--- config.mk ---
export PLATFORM = sky130hd
export DESIGN_NAME = fpmul_sched
export DESIGN_NICKNAME = d
export VERILOG_FILES = /design/src/rtl/fpmul_sched.sv
export SDC_FILE = /design/constraint.sdc
export NUM_CORES = 1
export LEC_CHECK = 0
export ABC_AREA = 1
export CORE_UTILIZATION = 38
export CTS_BUF_LIST = sky130_fd_sc_hd__clkbuf_2 sky130_fd_sc_hd__clkbuf_4 sky130_fd_sc_hd__clkbuf_8
export CTS_CLUSTER_SIZE = 40
export DETAILED_ROUTE_END_ITERATION = 10
export PLACE_DENSITY = 0.91
export SETUP_SLACK_MARGIN = 0.1
export SLEW_MARGIN = 20
export SYNTH_ARGS = -nofsm -noshare
export SYNTH_HDL_FRONTEND = slang
export SYNTH_SLANG_ARGS = --single-unit
--- constraint.sdc ---
create_clock -name clk -period 4.8 [get_ports clk]
set_input_delay 0.96 -clock clk [delete_from_list [all_inputs] [get_ports clk]]
set_output_delay 0.96 -clock clk [all_outputs]
set_load 0.02 [all_outputs]
--- src/rtl/fpmul_sched.sv ---
// fpmul_sched: round-robin scheduler sharing one combinational binary32
// multiplier between two requesters, with a tagged, backpressured response.
// Optional macro FPMUL_SCHED_ZERO_BYPASS_EN: zero-operand products skip MUL.
module fpmul_sched #(
    parameter int unsigned COUNT_W = 16
) (
    input  logic               clk,
    input  logic               rst,
    input  logic               req0_valid,
    input  logic [31:0]        req0_a,
    input  logic [31:0]        req0_b,
    output logic               req0_ready,
    input  logic               req1_valid,
    input  logic [31:0]        req1_a,
    input  logic [31:0]        req1_b,
    output logic               req1_ready,
    output logic [31:0]        mul_a,
    output logic [31:0]        mul_b,
    input  logic [31:0]        mul_y,
    output logic               rsp_valid,
    input  logic               rsp_ready,
    output logic               rsp_id,
    output logic [31:0]        rsp_y,
    output logic               busy,
    output logic [COUNT_W-1:0] cnt0,
    output logic [COUNT_W-1:0] cnt1
);

    typedef enum logic [1:0] {IDLE, MUL, RESP} state_t;

    state_t             state_q, state_d;
    logic               last_q, last_d;
    logic [31:0]        op_a_q, op_a_d;
    logic [31:0]        op_b_q, op_b_d;
    logic               op_id_q, op_id_d;
    logic [31:0]        rsp_y_q, rsp_y_d;
    logic               rsp_valid_q, rsp_valid_d;
    logic               busy_q, busy_d;
    logic [COUNT_W-1:0] cnt0_q, cnt0_d;
    logic [COUNT_W-1:0] cnt1_q, cnt1_d;

    logic               grant0, grant1;
    logic [31:0]        acc_a, acc_b;
    logic               bypass;
    logic               rsp_fire;

    // Round-robin grant in IDLE: on a tie the requester not served last wins.
    always_comb begin
        grant0 = 1'b0;
        grant1 = 1'b0;
        if (state_q == IDLE) begin
            grant0 = req0_valid && (!req1_valid || last_q);
            grant1 = req1_valid && (!req0_valid || !last_q);
        end
        acc_a = grant1 ? req1_a : req0_a;
        acc_b = grant1 ? req1_b : req0_b;
`ifdef FPMUL_SCHED_ZERO_BYPASS_EN
        bypass = (acc_a[30:0] == 31'd0) || (acc_b[30:0] == 31'd0);
`else
        bypass = 1'b0;
`endif
    end

    assign req0_ready = grant0;
    assign req1_ready = grant1;
    assign rsp_fire   = rsp_valid_q && rsp_ready;

    // Next-state logic for the IDLE -> MUL -> RESP sequence and counters.
    // rsp_valid is registered, so it rises one edge after RESP is entered
    // and drops on the handshake edge together with the return to IDLE.
    always_comb begin
        state_d = state_q;
        last_d  = last_q;
        op_a_d  = op_a_q;
        op_b_d  = op_b_q;
        op_id_d = op_id_q;
        rsp_y_d = rsp_y_q;
        cnt0_d  = cnt0_q;
        cnt1_d  = cnt1_q;
        case (state_q)
            IDLE: begin
                if (grant0 || grant1) begin
                    last_d  = grant1;
                    op_id_d = grant1;
                    if (bypass) begin
                        // Signed zero result; multiplier operands untouched.
                        rsp_y_d = {acc_a[31] ^ acc_b[31], 31'd0};
                        state_d = RESP;
                    end else begin
                        op_a_d  = acc_a;
                        op_b_d  = acc_b;
                        state_d = MUL;
                    end
                end
            end
            MUL: begin
                rsp_y_d = mul_y;
                state_d = RESP;
            end
            RESP: begin
                if (rsp_fire) begin
                    state_d = IDLE;
                    if (op_id_q) cnt1_d = cnt1_q + COUNT_W'(1);
                    else         cnt0_d = cnt0_q + COUNT_W'(1);
                end
            end
            default: state_d = IDLE;
        endcase
        rsp_valid_d = (state_q == RESP) && !rsp_fire;
        busy_d      = (state_d != IDLE);
    end

    // State and registered outputs; reset discards any in-flight operation.
    always_ff @(posedge clk or posedge rst) begin
        if (rst) begin
            state_q     <= IDLE;
            last_q      <= 1'b1;
            op_a_q      <= '0;
            op_b_q      <= '0;
            op_id_q     <= 1'b0;
            rsp_y_q     <= '0;
            rsp_valid_q <= 1'b0;
            busy_q      <= 1'b0;
            cnt0_q      <= '0;
            cnt1_q      <= '0;
        end else begin
            state_q     <= state_d;
            last_q      <= last_d;
            op_a_q      <= op_a_d;
            op_b_q      <= op_b_d;
            op_id_q     <= op_id_d;
            rsp_y_q     <= rsp_y_d;
            rsp_valid_q <= rsp_valid_d;
            busy_q      <= busy_d;
            cnt0_q      <= cnt0_d;
            cnt1_q      <= cnt1_d;
        end
    end

    assign mul_a     = op_a_q;
    assign mul_b     = op_b_q;
    assign rsp_valid = rsp_valid_q;
    assign rsp_id    = op_id_q;
    assign rsp_y     = rsp_y_q;
    assign busy      = busy_q;
    assign cnt0      = cnt0_q;
    assign cnt1      = cnt1_q;

endmodule

* Word-level counts from Yosys, hierarchy flattened *
Index checks and enable logic that the tools add are counted.
Widths: inputs -> output; s select.

word-level totals
  register bits after elaboration = 134

cells by class
  add/subtract/negate cells = 2
  muxes and demuxes = 7
  eq/ne operators = 2
  bitwise gates (word level) = 1
  reductions and logical operators = 16

operators by type and width
  operator               count
  $mux 32                2
  $add 16x1->16 const B  2
  $pmux 2 s3             1
  $reduce_and 3->1       2
  $logic_and 1x1->1      4
  $logic_not 1->1        4
  $mux 2                 2
  $logic_or 1x1->1       3
  $eq 2x1->1 const B     1
  $eq 2x2->1 const B     1
  $logic_not 2->1        1
  $mux 1                 2
  $reduce_and 2->1       1
  $reduce_bool 2->1      1
  $not 1->1              1

* Logic depth before layout (Yosys ltp) *
  depth after elaboration = 8
  mapped depth = 9

* Least setup slack after synthesis *
Ideal clock, no wire load.

  path kind = input-to-output
  from = input req0_valid
  to = output req1_ready
  path buffers = 2
  data arrival time = 1.506 ns
  required time = 3.840 ns
  slack = 2.334 ns
  cell stages on the path = 5
  cells stage by stage = nand2_1 -> nand3_2 -> inv_2 -> buf_4 -> buf_4

between the ends
  longest elaborated chain between the ends = 4

ends and longest elaborated chain
  element             RTL line  source
  start: declaration  9         input logic req0_valid,
  $logic_not 1->1     53        grant1 = req1_valid && (!req0_valid || !last_q);
  $logic_or 1x1->1    53
  $logic_and 1x1->1   53
  $mux 1              51        if (state_q == IDLE) begin
  end: declaration    16        output logic req1_ready,

No other way between the ends.

* Worst setup path in the final report *
  from = input req1_valid
  to = output req0_ready

between the ends
  longest elaborated chain between the ends = 4

ends and longest elaborated chain
  element             RTL line  source
  start: declaration  13        input logic req1_valid,
  $logic_not 1->1     52        grant0 = req0_valid && (!req1_valid || last_q);
  $logic_or 1x1->1    52
  $logic_and 1x1->1   52
  $mux 1              51
  end: declaration    12        output logic req0_ready,

No other way between the ends.

==> out/metrics.yaml <==
critical_path:
  crit_family: "buffers and inverters"
  critPathKind: "in -> out"
  worstPathCellList: "clkdlybuf4s50_1 > nand2_1 > nand3_1 > inv_1 > clkdlybuf4s50_1"
  arrival_ps: 2320
  start_kind: "input port"
  crit_top_cell: "clkdlybuf4s50_1"
  worst-path-buf-inv: 3
  worstSetupEndpointType: "output port"
  cp.required_ps: 3840
  worstPathMaxFanout: 3
  crit_slowest_cell: "clkdlybuf4s50_1"
  critPathMaxStageDelay_ps: 630
floorplanning:
  dieArea_um2: 16200
  ioPinCount: 298
  start_util_pct: 39.0
  dieWidth_um: 127
  dieHeight_um: 127
  fp.coreArea_um2: 15300
  rows: 45
layout:
  drive_gt1_share_pct: 9.18
  final_cell_mix: "clkdlybuf4s50_1 (297), nand2_1 (135), dfrtp_1 (133)"
  final_common_cell: "clkdlybuf4s50_1"
  regArea_um2: 3350
  post-route-util_pct: 62.4
  multi_input_area_um2: 2300
  fin_area_um2: 9520
  syn_to_final_growth_pct: 60.0
  final_nets: 1102
  final_cells: 1161
  fill_cells: 1230
routing:
  drcViolationCount: 0
  drt-wirelength-per-cell_um: 15.1
  drtAntennaViolNets: 0
  vias_per_cell: 4.83
  dr.pass1.iters: 8
  initialDrtViolationCount: 265
  vias: 5613
  drt_wl_total_mm: 17.5
clocking:
  ctsResizeCount: 0
  holdBufCountCts: 0
  post_cts_buffers: 0
  cts_root_buf: "clkbuf_8"
  cts_tree: "done"
  clk_latency_ps: 440
  cts_htree_levels: 4
  cts_buffer_depth: 2
  clk_pin_slew_worst_paths_ps: 70
  numCtsBuffers: 17
  cts.sinks: 134
synthesis:
  ys_top_cells_by_area: "dfrtp_1 (56%), nand2_1 (8.5%), o21ai_1 (7.0%)"
  avgSynthCellArea_um2: 9.28
  netlist_instances: 641
  ys_ff_latch: 134
  syn_area_um2: 5950
  syn_nets: 808
  synth_top_area_share_pct: 56.0
  yosys_warnings: 0
  yosys.area.top_type: "dfrtp_1"
  ys_seq_area_share_pct: 56.4
  ys_types: 25
timing:
  min_period_ps: 3280
  final_hold_viol_count: 0
  fin_worst_skew_ps: 12.1
  rsz0062_at_grt: "no"
  finalSetupViolations: 0
  period_share_pct: 68.3
  slew_violations: 0
  slew_headroom_pct: 35.2
  max_slew.worst_pin.slew_ps: 971
  hold_ws_ps: 486
  finalSetupTns_ps: 0
  clock.fmax_mhz: 305
  setup_ws_ps: 1520
grt:
  track_usage_pct: 22.0
  grt_pass1_wl_mm: 27.5
  grt_max_degree: 109
  antenna_found_initial: 2
  grt_pass1_vias: 5470
  grt-ovfl-total: 0
placed_design:
  place.gp.congestion: 0.803
  port_buffers: 297
  postPlaceCellArea_um2: 9060
  dp_hpwl_mm: 12.6
  place_inst: 1127
  dp_slack_ps: 1480
run_status:
  status: "complete, no violations"
pwr:
  power_density_nw_per_um2: 592
  finalPower_mw: 5.63
  power.leakage_nw: 4.07
  peakVddDrop_uv: 341
job:
  max_cap_violations: 0
min_path:
  min_path_type: "reg -> reg"
==> kinds of logic (layout without fill, tap and decap cells) <==
family	Yosys count	count (layout)	synth area share [%]
simple gates	263	263	18.1
flops	134	134	56.4
compound gates	132	132	11.1
buf+inv	58	365	4.88
mux	33	33	6.25
xor+xnor	19	19	2.80
fa+ha+maj	2	2	0.421
other cells	0	2	0
==> Yosys cell counts <==
cell / number
dfstp_2: 1
buf_2: 19
ha_1: 2
or2_1: 1
dfrtp_1: 133
o21ai_1: 83
nand3_2: 1
nor2_1: 88
nor3_1: 4
buf_4: 3
nor2_4: 2
o21ai_0: 49
nand3_1: 17
nand4_1: 6
xnor2_1: 7
nor2_2: 2
nand3b_1: 3
nand2_1: 135
clkbuf_1: 3
nand2_2: 4
mux2_2: 33
xor2_1: 12
inv_1: 25
buf_6: 5
inv_2: 3
==> final cells by class <==
| type | instances | share of cell area (%) |
|---|---|---|
| clock inverter | 11 | 1.81 |
| sequential | 134 | 35.2 |
| tap | 211 | 2.77 |
| timing repair buffer | 305 | 31.9 |
| inverter | 28 | 1.16 |
| antenna | 2 | 0.0526 |
| multi-input combinational | 449 | 24.2 |
| clock buffer | 21 | 2.91 |
==> metal layers <==
layer	part of all wire [%]	vias to the layer above	track usage [%]
met5	0	-	0
met4	1.8	0	9.03
met3	9.5	22	7.75
met2	49	264	37.1
met1	40	2641	25.4
li1	-	2686	-
==> where the power goes <==
| group | switching [mW] | total [mW] | internal [mW] | leakage, nW |
|---|---|---|---|---|
| sequential | 0.286 | 1.88 | 1.59 | 1.65 |
| combinational | 1.42 | 2.69 | 1.27 | 2.21 |
| clock | 0.452 | 1.06 | 0.607 | 0.216 |
| total | 2.16 | 5.63 | 3.47 | 4.07 |
==> state kept, by name, indices dropped and copies added (netlist names), 2 cells and up <==
name,cells
cnt0,16
cnt1,16
mul_a,32
mul_b,32
rsp_y,32
state_q,2
==> final timing paths <==
kind                                          start               endpoint  slack [ps]  cells past startpoint
worst min register to register  cnt1[7]$_DFFE_PP0P_    cnt1[7]$_DFFE_PP0P_         490                      1
worst min-delay path            cnt1[7]$_DFFE_PP0P_    cnt1[7]$_DFFE_PP0P_         490                      1
max in group asynchronous                       rst  mul_b[31]$_DFFE_PP0P_        2840                      3
worst max register to register   last_q$_DFFE_PP1P_  mul_a[11]$_DFFE_PP0P_        2410                      8
min in group asynchronous                       rst  rsp_y[16]$_DFFE_PP0N_        1110                      2
worst max-delay path                     req1_valid             req0_ready        1520                      5
==> worst register-to-register path: stages (launching register included) <==
cell and delay [ps]:
dfstp_2 530, nand2_1 60, nand3_2 80, buf_4 590
nand2_2 130, inv_2 390, buf_4 340, nand2_1 80
o21ai_1 100
Note: power is estimated with default switching activity, not from simulation.
